[src/rtl/multicycle_sequencer_if.sv]
// Handshake and control bundle between the multicycle sequencer and its datapath/memories.
// The master side is the sequencer; the slave side is the datapath or a testbench.
interface multicycle_sequencer_if #(
  parameter int INSTRUCTION_SIZE = 32
);
  logic                        start;
  logic                        stop;
  logic [INSTRUCTION_SIZE-1:0] instruction;
  logic                        im_req;
  logic                        im_ack;
  logic                        dm_req;
  logic                        dm_ack;
  logic                        ir_load;
  logic                        pc_write_en;
  logic                        rf_write_en;
  logic                        dm_write_en;
  logic [2:0]                  alu_operation;
  logic                        mux_1_sel;
  logic                        mux_2_sel;
  logic [2:0]                  state;
  logic                        illegal;
  logic [15:0]                 instr_count;

  modport master (
    input  start, stop, instruction, im_ack, dm_ack,
    output im_req, dm_req, ir_load, pc_write_en, rf_write_en, dm_write_en,
           alu_operation, mux_1_sel, mux_2_sel, state, illegal, instr_count
  );

  modport slave (
    output start, stop, instruction, im_ack, dm_ack,
    input  im_req, dm_req, ir_load, pc_write_en, rf_write_en, dm_write_en,
           alu_operation, mux_1_sel, mux_2_sel, state, illegal, instr_count
  );
endinterface

[src/rtl/multicycle_sequencer.sv]
// Multicycle control FSM for a tiny RV64 subset (ld, sd, add, sub): fetch, decode,
// execute, memory, writeback, with a sticky halt on any other instruction.
module multicycle_sequencer #(
  parameter int WORDSIZE         = 64,
  parameter int INSTRUCTION_SIZE = 32
) (
  input  logic                   clk,
  input  logic                   reset,
  multicycle_sequencer_if.master bus
);

  if (INSTRUCTION_SIZE < 32 || WORDSIZE < 1) begin : g_bad_params
    $error("multicycle_sequencer: INSTRUCTION_SIZE must be >= 32 and WORDSIZE >= 1");
  end

  typedef enum logic [2:0] {
    IDLE      = 3'b000,
    FETCH     = 3'b001,
    DECODE    = 3'b010,
    EXECUTE   = 3'b011,
    MEMORY    = 3'b100,
    WRITEBACK = 3'b101,
    HALT      = 3'b110,
    BAD_CODE  = 3'b111
  } state_t;

  state_t                      state_reg, state_next;
  logic [INSTRUCTION_SIZE-1:0] ir_reg;
  logic                        illegal_reg;
  logic [15:0]                 instr_count_reg;

  logic       im_req, dm_req, ir_load, pc_write_en, rf_write_en, dm_write_en;
  logic [2:0] alu_operation;
  logic       mux_1_sel, mux_2_sel;
  logic       set_illegal, retire;

  logic [6:0] opcode;
  logic [2:0] funct3;
  logic [6:0] funct7;
  logic [4:0] rd;
  logic       is_ld, is_sd, is_add, is_sub, is_mem, is_legal;
  logic       unused_ir_fields;

  assign opcode = ir_reg[6:0];
  assign rd     = ir_reg[11:7];
  assign funct3 = ir_reg[14:12];
  assign funct7 = ir_reg[31:25];
  assign unused_ir_fields = ^ir_reg[24:15];

  assign is_ld    = (opcode == 7'b0000011);
  assign is_sd    = (opcode == 7'b0100011);
  assign is_add   = (opcode == 7'b0110011) && (funct3 == 3'b000) && (funct7 == 7'b0000000);
  assign is_sub   = (opcode == 7'b0110011) && (funct3 == 3'b000) && (funct7 == 7'b0100000);
  assign is_mem   = is_ld || is_sd;
  assign is_legal = is_mem || is_add || is_sub;

  always_comb begin
    state_next    = state_reg;
    im_req        = 1'b0;
    dm_req        = 1'b0;
    ir_load       = 1'b0;
    pc_write_en   = 1'b0;
    rf_write_en   = 1'b0;
    dm_write_en   = 1'b0;
    alu_operation = 3'b000;
    mux_1_sel     = 1'b0;
    mux_2_sel     = 1'b0;
    set_illegal   = 1'b0;
    retire        = 1'b0;

    // ALU controls are pure functions of IR, so they hold steady until retire.
    if (state_reg == EXECUTE || state_reg == MEMORY || state_reg == WRITEBACK) begin
      alu_operation = is_sub ? 3'b001 : 3'b000;
      mux_1_sel     = is_mem;
    end

    case (state_reg)
      IDLE: begin
        if (bus.start) state_next = FETCH;
      end
      FETCH: begin
        im_req = 1'b1;
        if (bus.im_ack) begin
          ir_load    = 1'b1;
          state_next = DECODE;
        end
      end
      DECODE: begin
        if (is_legal) begin
          state_next = EXECUTE;
        end else begin
          set_illegal = 1'b1;
          state_next  = HALT;
        end
      end
      EXECUTE: begin
        state_next = is_mem ? MEMORY : WRITEBACK;
      end
      MEMORY: begin
        dm_req      = 1'b1;
        dm_write_en = is_sd;
        if (bus.dm_ack) begin
          if (is_sd) retire = 1'b1;
          else       state_next = WRITEBACK;
        end
      end
      WRITEBACK: begin
        rf_write_en = (rd != 5'd0);
        mux_2_sel   = is_ld;
        retire      = 1'b1;
      end
      HALT: begin
        state_next = HALT;
      end
      default: begin
        state_next = IDLE;
      end
    endcase

    if (retire) begin
      pc_write_en = 1'b1;
      state_next  = bus.stop ? IDLE : FETCH;
    end
  end

  always_ff @(posedge clk or posedge reset) begin
    if (reset) begin
      state_reg       <= IDLE;
      ir_reg          <= '0;
      illegal_reg     <= 1'b0;
      instr_count_reg <= 16'd0;
    end else begin
      state_reg <= state_next;
      if (ir_load)     ir_reg          <= bus.instruction;
      if (set_illegal) illegal_reg     <= 1'b1;
      if (retire)      instr_count_reg <= instr_count_reg + 16'd1;
    end
  end

  assign bus.im_req        = im_req;
  assign bus.dm_req        = dm_req;
  assign bus.ir_load       = ir_load;
  assign bus.pc_write_en   = pc_write_en;
  assign bus.rf_write_en   = rf_write_en;
  assign bus.dm_write_en   = dm_write_en;
  assign bus.alu_operation = alu_operation;
  assign bus.mux_1_sel     = mux_1_sel;
  assign bus.mux_2_sel     = mux_2_sel;
  assign bus.state         = state_reg;
  assign bus.illegal       = illegal_reg;
  assign bus.instr_count   = instr_count_reg;

endmodule

[src/flat_wrapper.sv]
// flat-port wrapper written by rule: the top's interface ports become plain ports
module multicycle_sequencer_flat 
#(
  parameter int WORDSIZE         = 64,
  parameter int INSTRUCTION_SIZE = 32
)
  (clk, reset, bus_start, bus_stop, bus_instruction, bus_im_ack, bus_dm_ack, bus_im_req, bus_dm_req, bus_ir_load, bus_pc_write_en, bus_rf_write_en, bus_dm_write_en, bus_alu_operation, bus_mux_1_sel, bus_mux_2_sel, bus_state, bus_illegal, bus_instr_count);
  multicycle_sequencer_if #(.INSTRUCTION_SIZE(INSTRUCTION_SIZE)) bus_i ();
  input  logic clk;
  input  logic reset;
  input wire logic [$bits(bus_i.start)-1:0] bus_start;
  input wire logic [$bits(bus_i.stop)-1:0] bus_stop;
  input wire logic [$bits(bus_i.instruction)-1:0] bus_instruction;
  input wire logic [$bits(bus_i.im_ack)-1:0] bus_im_ack;
  input wire logic [$bits(bus_i.dm_ack)-1:0] bus_dm_ack;
  output wire logic [$bits(bus_i.im_req)-1:0] bus_im_req;
  output wire logic [$bits(bus_i.dm_req)-1:0] bus_dm_req;
  output wire logic [$bits(bus_i.ir_load)-1:0] bus_ir_load;
  output wire logic [$bits(bus_i.pc_write_en)-1:0] bus_pc_write_en;
  output wire logic [$bits(bus_i.rf_write_en)-1:0] bus_rf_write_en;
  output wire logic [$bits(bus_i.dm_write_en)-1:0] bus_dm_write_en;
  output wire logic [$bits(bus_i.alu_operation)-1:0] bus_alu_operation;
  output wire logic [$bits(bus_i.mux_1_sel)-1:0] bus_mux_1_sel;
  output wire logic [$bits(bus_i.mux_2_sel)-1:0] bus_mux_2_sel;
  output wire logic [$bits(bus_i.state)-1:0] bus_state;
  output wire logic [$bits(bus_i.illegal)-1:0] bus_illegal;
  output wire logic [$bits(bus_i.instr_count)-1:0] bus_instr_count;
  assign bus_i.start = bus_start;
  assign bus_i.stop = bus_stop;
  assign bus_i.instruction = bus_instruction;
  assign bus_i.im_ack = bus_im_ack;
  assign bus_i.dm_ack = bus_dm_ack;
  assign bus_im_req = bus_i.im_req;
  assign bus_dm_req = bus_i.dm_req;
  assign bus_ir_load = bus_i.ir_load;
  assign bus_pc_write_en = bus_i.pc_write_en;
  assign bus_rf_write_en = bus_i.rf_write_en;
  assign bus_dm_write_en = bus_i.dm_write_en;
  assign bus_alu_operation = bus_i.alu_operation;
  assign bus_mux_1_sel = bus_i.mux_1_sel;
  assign bus_mux_2_sel = bus_i.mux_2_sel;
  assign bus_state = bus_i.state;
  assign bus_illegal = bus_i.illegal;
  assign bus_instr_count = bus_i.instr_count;
  multicycle_sequencer #(.WORDSIZE(WORDSIZE), .INSTRUCTION_SIZE(INSTRUCTION_SIZE)) u_core (.clk(clk), .reset(reset), .bus(bus_i));
endmodule
[config.mk]
export PLATFORM = sky130hd
export DESIGN_NAME = multicycle_sequencer_flat
export DESIGN_NICKNAME = d
export VERILOG_FILES = /design/src/rtl/multicycle_sequencer_if.sv /design/src/rtl/multicycle_sequencer.sv /design/src/flat_wrapper.sv
export SDC_FILE = /design/constraint.sdc
export NUM_CORES = 1
export LEC_CHECK = 0
export CAP_MARGIN = 20
export CORE_ASPECT_RATIO = 0.7
export CORE_MARGIN = 5
export CORE_UTILIZATION = 36
export DETAILED_ROUTE_END_ITERATION = 8
export PLACE_DENSITY = 0.66
export SLEW_MARGIN = 20
export SYNTH_ARGS = -nofsm -noshare
export SYNTH_HDL_FRONTEND = slang
export SYNTH_SLANG_ARGS = --single-unit
[constraint.sdc]
create_clock -name clk -period 2 [get_ports clk]
set_clock_uncertainty 0.1 [all_clocks]
set_input_delay 0.4 -clock clk [delete_from_list [all_inputs] [get_ports clk]]
set_output_delay 0.4 -clock clk [all_outputs]
set_load 0.05 [all_outputs]
==> load_flow_metrics.sql, run 1 <==
INSERT INTO impl_metrics (metric_group, metric, value, unit) VALUES
('worst_setup_path', 'path_class', 'flip-flop to primary output', ''),
('route', 'wirelength_met1', '2475', 'um'),
('route', 'met2_wirelength', '2287', 'um'),
('route', 'finalWirelength', '5058', 'um'),
('timing', 'maxClockFrequency', '0.4374', 'GHz'),
('place', 'half_perimeter_wire_length_of_the_detailed_placement_result', '3623', 'um'),
('clock_tree', 'cts_buffer_depth', '2', ''),
('worst_setup_path', 'worst-r2r-setup-slack', '0', 'ns'),
('final_layout', 'layout.cells.most_common_list', 'sky130_fd_sc_hd__buf_4, sky130_fd_sc_hd__dfrtp_1, sky130_fd_sc_hd__clkdlybuf4s50_1', ''),
('clock_tree', 'ctsHtreeMaxLevel', '2', ''),
('worst_setup_path', 'cp-end-kind', 'primary output', ''),
('floorplanning', 'die_area', '7204', 'um2'),
('worst_setup_path', 'crit_fanout', '2', ''),
('worst_setup_path', 'critical-path-max-stage-delay', '0.59', 'ns'),
('yosys', 'post_synth_inst_count', '167', ''),
('final_layout', 'num_antenna_cells', '0', ''),
('yosys', 'synth-main-ff-cell', 'sky130_fd_sc_hd__dfrtp_1', ''),
('yosys', 'postSynthAreaPerCell', '12.04', 'um2'),
('route', 'vias_per_cell', '4.763', ''),
('yosys', 'share_of_synthesized_registers_carrying_an_async_set_or_reset', '100.0', '%'),
('run', 'max-cap-violations', '0', ''),
('global_route', 'grt_overflow', '0', ''),
('timing', 'setup_ws', '-0.2864', 'ns'),
('pwr', 'cellLeakagePower', '1.591', 'nW'),
('timing', 'final-hold-violation-count', '0', ''),
('route', 'vias', '1605', ''),
('final_layout', 'layout_commonest_cell', 'sky130_fd_sc_hd__buf_4', ''),
('clock_tree', 'clockRootBuffer', 'sky130_fd_sc_hd__clkbuf_8', ''),
('global_route', 'grtUsageTotal', '14.00', '%'),
('status', 'outcome', 'finished, violations left', ''),
('yosys', 'syn-cell-area', '2011', 'um2'),
('timing', 'final.period_utilization', '114.3', '%'),
('worst_setup_path', 'cell_by_cell_listing_of_the_critical_path', 'or4b_1 -> nor4_4 -> buf_12', ''),
('place', 'gp_routability_congestion', '0.7723', ''),
('worst_setup_path', 'reg2reg_depth', '8', ''),
('final_layout', 'largest_register_ffs', '22', ''),
('yosys', 'ys_warnings', '0', ''),
('route', 'top_signal_layer_used', 'met4', ''),
('place', 'postPlaceCellArea', '3077', 'um2'),
('final_layout', 'n_fill_cell', '411', ''),
('route', 'drtPass1Iterations', '4', ''),
('clock_tree', 'numCtsBuffers', '5', ''),
('worst_setup_path', 'critical-path-top-delay-family', 'simple AND/OR/NAND/NOR gates', ''),
('final_layout', 'drive_above_1_share', '51.70', '%'),
('timing', 'slew_violations', '0', ''),
('timing', 'setup_violators_final', '8', ''),
('final_layout', 'area_of_the_multi_input_gates', '1214', 'um2'),
('timing', 'rsz0062_at_grt', 'true', ''),
('global_route', 'grt_pass1_wl', '7866', 'um'),
('final_layout', 'final_util', '64.81', '%'),
('worst_setup_path', 'reg2reg_from', 'u_core.ir_reg[6]$_DFFE_PP0P_', ''),
('clock_tree', 'clkTransAtPathRegs', '0.08', 'ns'),
('yosys', 'count_of_flip_flops_with_a_built_in_enable_after_synthesis', '0', ''),
('floorplanning', 'placeableCoreArea', '5340', 'um2'),
('clock_tree', 'tritoncts', 'built', ''),
('yosys', 'yosysUniqueCellTypes', '38', ''),
('timing', 'final_period_minus_worst_setup_slack', '2.286', 'ns'),
('global_route', 'first_global_vias', '1588', ''),
('worst_setup_path', 'crit_required', '1.50', 'ns'),
('worst_setup_path', 'worst_path_max_delay_cell', 'sky130_fd_sc_hd__or4b_1', ''),
('min_path', 'min-delay-path-class', 'primary input to async pin', ''),
('final_layout', 'post-route-cell-area', '3461', 'um2'),
('floorplanning', 'floorplan.die.height', '72.53', 'um'),
('clock_tree', 'tritoncts_num_sinks', '42', ''),
('yosys', 'ys_seq_elements', '42', ''),
('global_route', 'grt_start_max_net_pins', '43', ''),
('pwr', 'power-per-cell-area', '1334', 'nW/um2'),
('status', 'violations', 'setup timing', ''),
('clock_tree', 'worstSkewPairLatency', '0.30', 'ns'),
('pwr', 'worst_ir_drop_vdd', '0.5540', 'mV'),
('global_route', 'grt_antenna_before_repair', '0', '');
-- cell type report --
class | count | area share, %
Inverter | 3 | 0.3254
Clock inverter | 3 | 1.265
Timing Repair Buffer | 97 | 28.27
Clock buffer | 5 | 1.988
Multi-Input combinational cell | 115 | 35.07
Sequential cell | 42 | 30.48
Tap cell | 72 | 2.603
-- tightest hold or removal path, delay by kind of cell --
| family | cells | cell delay, ns |
|---|---|---|
| buf+inv | 3 | 0.72 |
-- metrics by stage --
step	hold slack, ns	setup WS [ns]	std cells	setup TNS [ns]	power [mW]
floorplan	0.3734	-0.2709	168	-5.303	2.887
global placement	0.3631	-0.3462	316	-4.028	3.639
detailed placement	0.3565	-0.3580	316	-4.488	3.670
CTS	0.3564	-0.3092	328	-1.514	4.436
global route	0.3804	-0.3863	337	-2.327	4.873
finish	0.3565	-0.2864	337	-1.437	4.617
-- layer usage --
metal	vias up	global-route usage (%)
met5	-	0
met4	0	5.455
met3	5	3.266
met2	47	20.09
met1	773	20.37
li1	780	-
-- synth_stat cells, types with 2 or more instances --
cell                       count  area [um2]
sky130_fd_sc_hd__nand2_1      14       52.55
sky130_fd_sc_hd__nor2b_1       3       18.77
sky130_fd_sc_hd__dfrtp_1      42        1051
sky130_fd_sc_hd__nor4_1        4       25.02
sky130_fd_sc_hd__mux2_1        9       101.4
sky130_fd_sc_hd__and2_1        2       12.51
sky130_fd_sc_hd__inv_1         3       11.26
sky130_fd_sc_hd__nor3b_1       4       30.03
sky130_fd_sc_hd__buf_4         4       30.03
sky130_fd_sc_hd__xor2_1        2       17.52
sky130_fd_sc_hd__o21ai_0       3       15.01
sky130_fd_sc_hd__and3_1        5       31.28
sky130_fd_sc_hd__nand4_1       2       12.51
sky130_fd_sc_hd__buf_2         3       15.01
sky130_fd_sc_hd__nand3_1      10       50.05
sky130_fd_sc_hd__mux2_2       14       157.7
sky130_fd_sc_hd__nor2_1        5       18.77
sky130_fd_sc_hd__nor4_4        3       63.81
sky130_fd_sc_hd__nand2b_1      4       25.02
sky130_fd_sc_hd__xnor2_1      13       113.9
-- timing repair --
item / in CTS / in global routing
pin swaps: 3 / 9
gates resized for setup: 9 / 32
endpoints found under the setup margin: 8 / 20
buffers inserted: 5 / 10
-- how the worst max path moves through the flow --
stage / end / slack [ns] / from
global placement: bus_alu_operation[0] / -0.35 / bus_dm_ack
floorplan: bus_alu_operation[0] / -0.27 / u_core.bus.state[1]$_DFFE_PP0P_
global route: bus_alu_operation[0] / -0.39 / u_core.bus.state[0]$_DFFE_PP0P_
finish: bus_alu_operation[0] / -0.29 / u_core.ir_reg[27]$_DFFE_PP0P_
detailed placement: bus_alu_operation[0] / -0.36 / bus_dm_ack
CTS: bus_alu_operation[0] / -0.31 / u_core.bus.state[0]$_DFFE_PP0P_
-- report_power, final --
part           switching, mW  internal (mW)
Sequential             0.291           1.16
Clock                  0.305          0.374
Combinational           1.15           1.34
-- logic make-up (layout without fill, tap and decap cells) --
family,after synthesis,in the layout,share of synthesized area (%)
AOI/OAI and AO/OA,11,11,4.917
xor gates and xnor gates,15,15,6.534
other,1,2,0.1865
and+or+nand+nor,62,62,19.10
muxes,24,24,13.38
adders and majority gates,1,1,0.6222
DFF,42,42,52.27
buffers and inverters,11,108,2.987
(Power assumes the default switching activity.)
==> run 2: changes to the inputs <==
Settings changed: GPL_ROUTABILITY_DRIVEN set to 0.
==> results of run 2 <==
Final layout, timing and power as in run 1 (identical DEF).
